$ cat src/rtl/vga_pkg.sv
// Shared types and default geometry for the VGA pixel fetch block.
package vga_pkg;

    localparam int H_ACTIVE_DEF = 640;
    localparam int V_ACTIVE_DEF = 480;

    // One 24-bit pixel, packed so it maps directly onto {r,g,b} memory words.
    typedef struct packed {
        logic [7:0] r;
        logic [7:0] g;
        logic [7:0] b;
    } pixel_t;

    typedef enum logic [1:0] {
        ST_IDLE,
        ST_REQ,
        ST_HOLD
    } fetch_state_t;

endpackage

$ cat src/rtl/pixel_fifo.sv
// Small synchronous pixel FIFO with occupancy count and flush.
// Head entry is read combinationally so the consumer can register it on pop.
module pixel_fifo
    import vga_pkg::*;
#(
    parameter int DEPTH = 16
) (
    input  logic                     clk_in,
    input  logic                     rst_n,
    input  logic                     flush,
    input  logic                     push,
    input  pixel_t                   push_data,
    input  logic                     pop,
    output pixel_t                   pop_data,
    output logic [$clog2(DEPTH):0]   count,
    output logic                     empty
);

    localparam int AW = $clog2(DEPTH);

    pixel_t             mem [DEPTH];
    logic [AW-1:0]      wr_ptr_reg;
    logic [AW-1:0]      rd_ptr_reg;
    logic [AW:0]        count_reg;
    logic               do_push;
    logic               do_pop;

    // A push into a full FIFO or a pop from an empty one is ignored.
    assign do_push  = push && !flush && (count_reg != AW'(0) + (AW+1)'(DEPTH));
    assign do_pop   = pop && !flush && (count_reg != '0);
    assign pop_data = mem[rd_ptr_reg];
    assign count    = count_reg;
    assign empty    = (count_reg == '0);

    // Storage array; write only, no reset needed.
    always_ff @(posedge clk_in) begin
        if (do_push) begin
            mem[wr_ptr_reg] <= push_data;
        end
    end

    // Pointers and occupancy; flush empties without touching storage.
    always_ff @(posedge clk_in or negedge rst_n) begin
        if (!rst_n) begin
            wr_ptr_reg <= '0;
            rd_ptr_reg <= '0;
            count_reg  <= '0;
        end else if (flush) begin
            wr_ptr_reg <= '0;
            rd_ptr_reg <= '0;
            count_reg  <= '0;
        end else begin
            if (do_push) begin
                wr_ptr_reg <= wr_ptr_reg + 1'b1;
            end
            if (do_pop) begin
                rd_ptr_reg <= rd_ptr_reg + 1'b1;
            end
            case ({do_push, do_pop})
                2'b10:   count_reg <= count_reg + 1'b1;
                2'b01:   count_reg <= count_reg - 1'b1;
                default: count_reg <= count_reg;
            endcase
        end
    end

endmodule

$ cat src/rtl/vga_pixel_fetch.sv
// Prefetches frame pixels from memory into a FIFO and feeds them to the
// VGA output stage one per pixel-enable during the visible region.
module vga_pixel_fetch
    import vga_pkg::*;
#(
    parameter int H_ACTIVE   = H_ACTIVE_DEF,
    parameter int V_ACTIVE   = V_ACTIVE_DEF,
    parameter int FIFO_DEPTH = 16,
    parameter int ADDR_W     = 19
) (
    input  logic              clk_in,
    input  logic              rst_n,
    input  logic              frame_start,
    input  logic              pix_en,
    input  logic              active,
    output logic              mem_req,
    output logic [ADDR_W-1:0] mem_addr,
    input  logic              mem_ack,
    input  logic [23:0]       mem_data,
    output logic [7:0]        r,
    output logic [7:0]        g,
    output logic [7:0]        b,
    output logic              underflow
);

    localparam int CNT_W = $clog2(FIFO_DEPTH) + 1;
    // Fetch address is one bit wider so it can hold the saturated frame end
    // even when the frame size is an exact power of two.
    localparam logic [ADDR_W:0]  FRAME_END  = (ADDR_W+1)'(H_ACTIVE * V_ACTIVE);
    localparam logic [CNT_W-1:0] FILL_LIMIT = CNT_W'(FIFO_DEPTH - 1);

    fetch_state_t       state_reg;
    logic [ADDR_W:0]    fetch_addr_reg;
    logic [CNT_W-1:0]   fifo_count;
    logic               fifo_empty;
    pixel_t             fifo_head;
    logic               push;
    logic               pop;

    // Acks are accepted only while a request is open; frame_start discards them.
    assign push = (state_reg == ST_REQ) && mem_ack && !frame_start;
    assign pop  = pix_en && active && !fifo_empty && !frame_start;

    pixel_fifo #(
        .DEPTH (FIFO_DEPTH)
    ) u_fifo (
        .clk_in    (clk_in),
        .rst_n     (rst_n),
        .flush     (frame_start),
        .push      (push),
        .push_data (pixel_t'(mem_data)),
        .pop       (pop),
        .pop_data  (fifo_head),
        .count     (fifo_count),
        .empty     (fifo_empty)
    );

    // Fetch FSM: one outstanding request, one slot kept free for its ack.
    always_ff @(posedge clk_in or negedge rst_n) begin
        if (!rst_n) begin
            state_reg      <= ST_IDLE;
            mem_req        <= 1'b0;
            mem_addr       <= '0;
            fetch_addr_reg <= '0;
        end else if (frame_start) begin
            state_reg      <= ST_IDLE;
            mem_req        <= 1'b0;
            mem_addr       <= '0;
            fetch_addr_reg <= '0;
        end else begin
            case (state_reg)
                ST_IDLE: begin
                    if ((fifo_count < FILL_LIMIT) && (fetch_addr_reg < FRAME_END)) begin
                        state_reg <= ST_REQ;
                        mem_req   <= 1'b1;
                        mem_addr  <= fetch_addr_reg[ADDR_W-1:0];
                    end
                end
                ST_REQ: begin
                    if (mem_ack) begin
                        state_reg      <= ST_HOLD;
                        mem_req        <= 1'b0;
                        fetch_addr_reg <= fetch_addr_reg + 1'b1;
                    end
                end
                ST_HOLD: begin
                    state_reg <= ST_IDLE;
                end
                default: begin
                    state_reg <= ST_IDLE;
                    mem_req   <= 1'b0;
                end
            endcase
        end
    end

    // Output register: pixel on pop, black when blanked or starved, hold otherwise.
    always_ff @(posedge clk_in or negedge rst_n) begin
        if (!rst_n) begin
            r         <= '0;
            g         <= '0;
            b         <= '0;
            underflow <= 1'b0;
        end else begin
            if (pix_en && !frame_start) begin
                if (pop) begin
                    r <= fifo_head.r;
                    g <= fifo_head.g;
                    b <= fifo_head.b;
                end else begin
                    r <= '0;
                    g <= '0;
                    b <= '0;
                end
            end
            if (frame_start) begin
                underflow <= 1'b0;
            end else if (pix_en && active && fifo_empty) begin
                underflow <= 1'b1;
            end
        end
    end

endmodule

$ cat config.mk
export PLATFORM = sky130hd
export DESIGN_NAME = vga_pixel_fetch
export DESIGN_NICKNAME = d
export VERILOG_FILES = /design/src/rtl/vga_pkg.sv /design/src/rtl/pixel_fifo.sv /design/src/rtl/vga_pixel_fetch.sv
export SDC_FILE = /design/constraint.sdc
export NUM_CORES = 1
export LEC_CHECK = 0
export BUFFER_PORTS_ARGS = -buffer_cell sky130_fd_sc_hd__buf_2
export CORE_ASPECT_RATIO = 1.2
export CORE_UTILIZATION = 25
export CTS_CLUSTER_DIAMETER = 120
export DETAILED_ROUTE_END_ITERATION = 16
export PLACE_DENSITY = 0.4
export RECOVER_POWER = 100
export SLEW_MARGIN = 20
export SYNTH_ARGS = -nofsm -noshare
export SYNTH_HDL_FRONTEND = slang
export SYNTH_HIERARCHICAL = 1
export SYNTH_SLANG_ARGS = --single-unit
$ cat constraint.sdc
create_clock -name clk_in -period 4.8 [get_ports clk_in]
set_input_delay 0.72 -clock clk_in [delete_from_list [all_inputs] [get_ports clk_in]]
set_output_delay 0.72 -clock clk_in [all_outputs]
set_load 0.02 [all_outputs]
==> impl_metrics.tcl <==
set metrics [dict create \
    finalPower_mw 8.53 \
    cts_root_buffer "clkbuf_16" \
    cap_violations 4 \
    p_clk_share_pct 42.6 \
    die_y_um 298 \
    hold_violations 0 \
    dpl.hpwl_um 32600 \
    wirelength_um 51400 \
    vias_per_cell 4.64 \
    critPathLaunchType "flip-flop" \
    async_flop_share_pct 17.2 \
    ff2ff_path_depth 7 \
    cp.arrival_ns 4.10 \
    r2r_setup_slack_ns 0.87 \
    syn_area_um2 18300 \
    crit_cells 7 \
    end_kind "flip-flop" \
    violations "max-capacitance violations, max-slew violations" \
    fin_tns_setup_ns 0 \
    cts-resized-gates 0 \
    ys_seq_area_share_pct 74.1 \
    dp_worst_setup_slack_ns 0.918 \
    drt_iter0_drc 540 \
    cts_made_buffers 50 \
    floorplan.rows 108 \
    clkLatencyLatePin_ns 0.60 \
    largest_reg_flops 384 \
    critPathTopFamily "buffers and inverters" \
    cts.sinks 464 \
    seqPwrFrac_pct 52.4 \
    path_class "reg2reg" \
    cp_cell_sequence "inv_1 -> nor4_1 -> clkbuf_1 -> nor2b_1 -> nand2_1 -> nor4_1 -> clkbuf_1" \
    placed_area_um2 19900 \
    setup_ws_ns 0.868 \
    grt_pass1_vias 10100 \
    dieArea_um2 74100 \
    dp.cells 1987 \
    path_clk_slew_ns 0.06 \
    relSlewSlack_pct -23.2 \
    final_util_pct 29.4 \
    place_congestion 0.749 \
    initial_core_util_pct 25.3 \
    critPathSlowestCell "clkbuf_1" \
    yosysUniqueCellTypes 53 \
    crit_path_max_incr_delay_ns 1.34 \
    clock_skew_ns 0.0267 \
    power-per-cell-area_nw_per_um2 401 \
    grt_pass1_wl_um 74100 \
    post_cts_buffers 0 \
    tightest_slew_ns 1.85 \
    final_area_um2 21300 \
    multi_input_area_um2 4450 \
    status "complete, but fails checks" \
    ctsHoldBuffers 0 \
    finalCriticalPeriod_ns 3.93 \
    antennaDiodeCount 0 \
    worstHoldPathType "in2async" \
    grt_max_degree 60 \
    timing.fmax_mhz 254 \
    syn_nets 1039 \
    area_growth_pct 16.4 \
    gr-total-overflow 0 \
    seqCellArea_um2 13500 \
    design.portCount 75 \
    postSynthCellCount 1001 \
    path_max_fanout 18 \
    p_sw_share_pct 22.9 \
    intPower_mw 6.58 \
    synth-seq-cells 464 \
    io_buffers 74 \
    fill_cells 7130 \
    finalSetupViolCount 0 \
    drv_slew 80 \
    drtPass1Iterations 4 \
    fin_crit_sh_pct 81.9 \
    wire_per_inst_um 24.7 \
    avgSynthCellArea_um2 18.2 \
    ys.flop_type "edfxtp_1" \
    cts_tree "done" \
    vdd_drop_max_uv 238 \
    antenna_found_initial 0 \
    pwr-share-comb_pct 5.0 \
    final_cells 2079 \
    p_leak_nw 6.78 \
    core_area_um2 72300 \
    path_buf_inv 3 \
    switchingPower_mw 1.95 \
    num-nets-final 1142 \
    htree_levels 2 \
    synth-edff-count 384 \
    die_w_um 249 \
    postRouteAntennaNets 0 \
    drcViolationCount 0 \
    drive_gt1_share_pct 16.2 \
    rsz0062_at_grt "false" \
    ys_warn_count 6 \
    track_usage_pct 13.8 \
    whs_ns 0.245 \
    clk_path_buf_depth 3 \
    crit_required_ns 4.97 \
    vias 9650 \
]
## cells by family (layout without fill, tap and decap cells)
kind of cell,count (synthesis),after routing,synth area share (%)
DFF,464,464,74.1
AOI/OAI and AO/OA,194,194,7.54
muxes,124,124,11.8
and+or+nand+nor,119,119,3.51
buffers and inverters,75,218,1.69
xor gates and xnor gates,17,17,0.815
adders and majority gates,8,8,0.548
## cells in the final DEF, fill, tap and decap left out, types with 12 or more instances in the layout
| master | n |
|---|---|
| edfxtp_1 | 384 |
| dfrtp_1 | 77 |
| clkinv_1 | 13 |
| a22o_1 | 44 |
| clkbuf_16 | 50 |
| inv_1 | 16 |
| mux2i_1 | 50 |
| buf_4 | 22 |
| mux4_2 | 72 |
| a22oi_1 | 24 |
| clkinv_2 | 12 |
| xor2_1 | 12 |
| nand2_1 | 21 |
| a21oi_1 | 39 |
| nor2_1 | 22 |
| clkbuf_1 | 90 |
| o21ai_0 | 29 |
| a221oi_1 | 25 |
## cells in the mapped netlist, drive strengths merged (12+ instances only)
cell    count  area, um2
o21ai      36        180
edfxtp    384      11500
a21oi      39        195
a22oi      24        180
a22o       44        385
nand2      21       78.8
inv        16       60.1
nor2       28        105
a221oi     25        219
mux2i      51        523
dfrtp      80       2000
clkbuf     42        158
xor2       12        105
mux4       72       1620
buf        17       91.3
## power by group through the flow
stage                     combinational, mW  clock, mW  sequential (mW)
after floorplan                       0.224          0             4.56
after global placement                0.455          0             4.55
after detailed placement              0.455          0             4.55
after CTS                             0.458       3.76             4.47
after global routing                  0.465       3.89             4.48
final                                 0.425       3.63             4.47
## per-layer routing
| layer | global-route usage (%) | up-vias | part of all wire [%] |
|---|---|---|---|
| met5 | 0 | - | 0 |
| met4 | 4.95 | 0 | 3.1 |
| met3 | 1.96 | 71 | 2.8 |
| met2 | 25.2 | 161 | 53 |
| met1 | 16.4 | 5131 | 41 |
| li1 | - | 4287 | - |
## worst reg2reg max path: cells and delay by family (launching register included)
| kind | cells | cell delay (ns) |
|---|---|---|
| buf+inv | 3 | 2.01 |
| flops | 1 | 0.41 |
| simple gates | 4 | 1.10 |
## layout make-up
cell class | count | area share [%]
clock buffers | 59 | 6.04
clock inverters | 33 | 1.11
inverters | 16 | 0.283
multi-input cells | 462 | 20.9
flip-flops and latches | 464 | 63.7
well taps | 935 | 5.50
repair buffers | 110 | 2.44
## final timing paths
path	from	endpoint
min in group clk_in	active	underflow$_DFFE_PN0P_
max	state_reg[0]$_DFFE_PN0P_	u_fifo/mem[3][13]$_DFFE_PP_
min reg2reg	mem_addr[14]$_DFFE_PN0P_	mem_addr[14]$_DFFE_PN0P_
max reg2reg	state_reg[0]$_DFFE_PN0P_	u_fifo/mem[3][13]$_DFFE_PP_
max in group asynchronous	rst_n	u_fifo/rd_ptr_reg[1]$_DFFE_PN0P_
min	rst_n	mem_addr[10]$_DFFE_PN0P_
(Power assumes the default switching activity.)
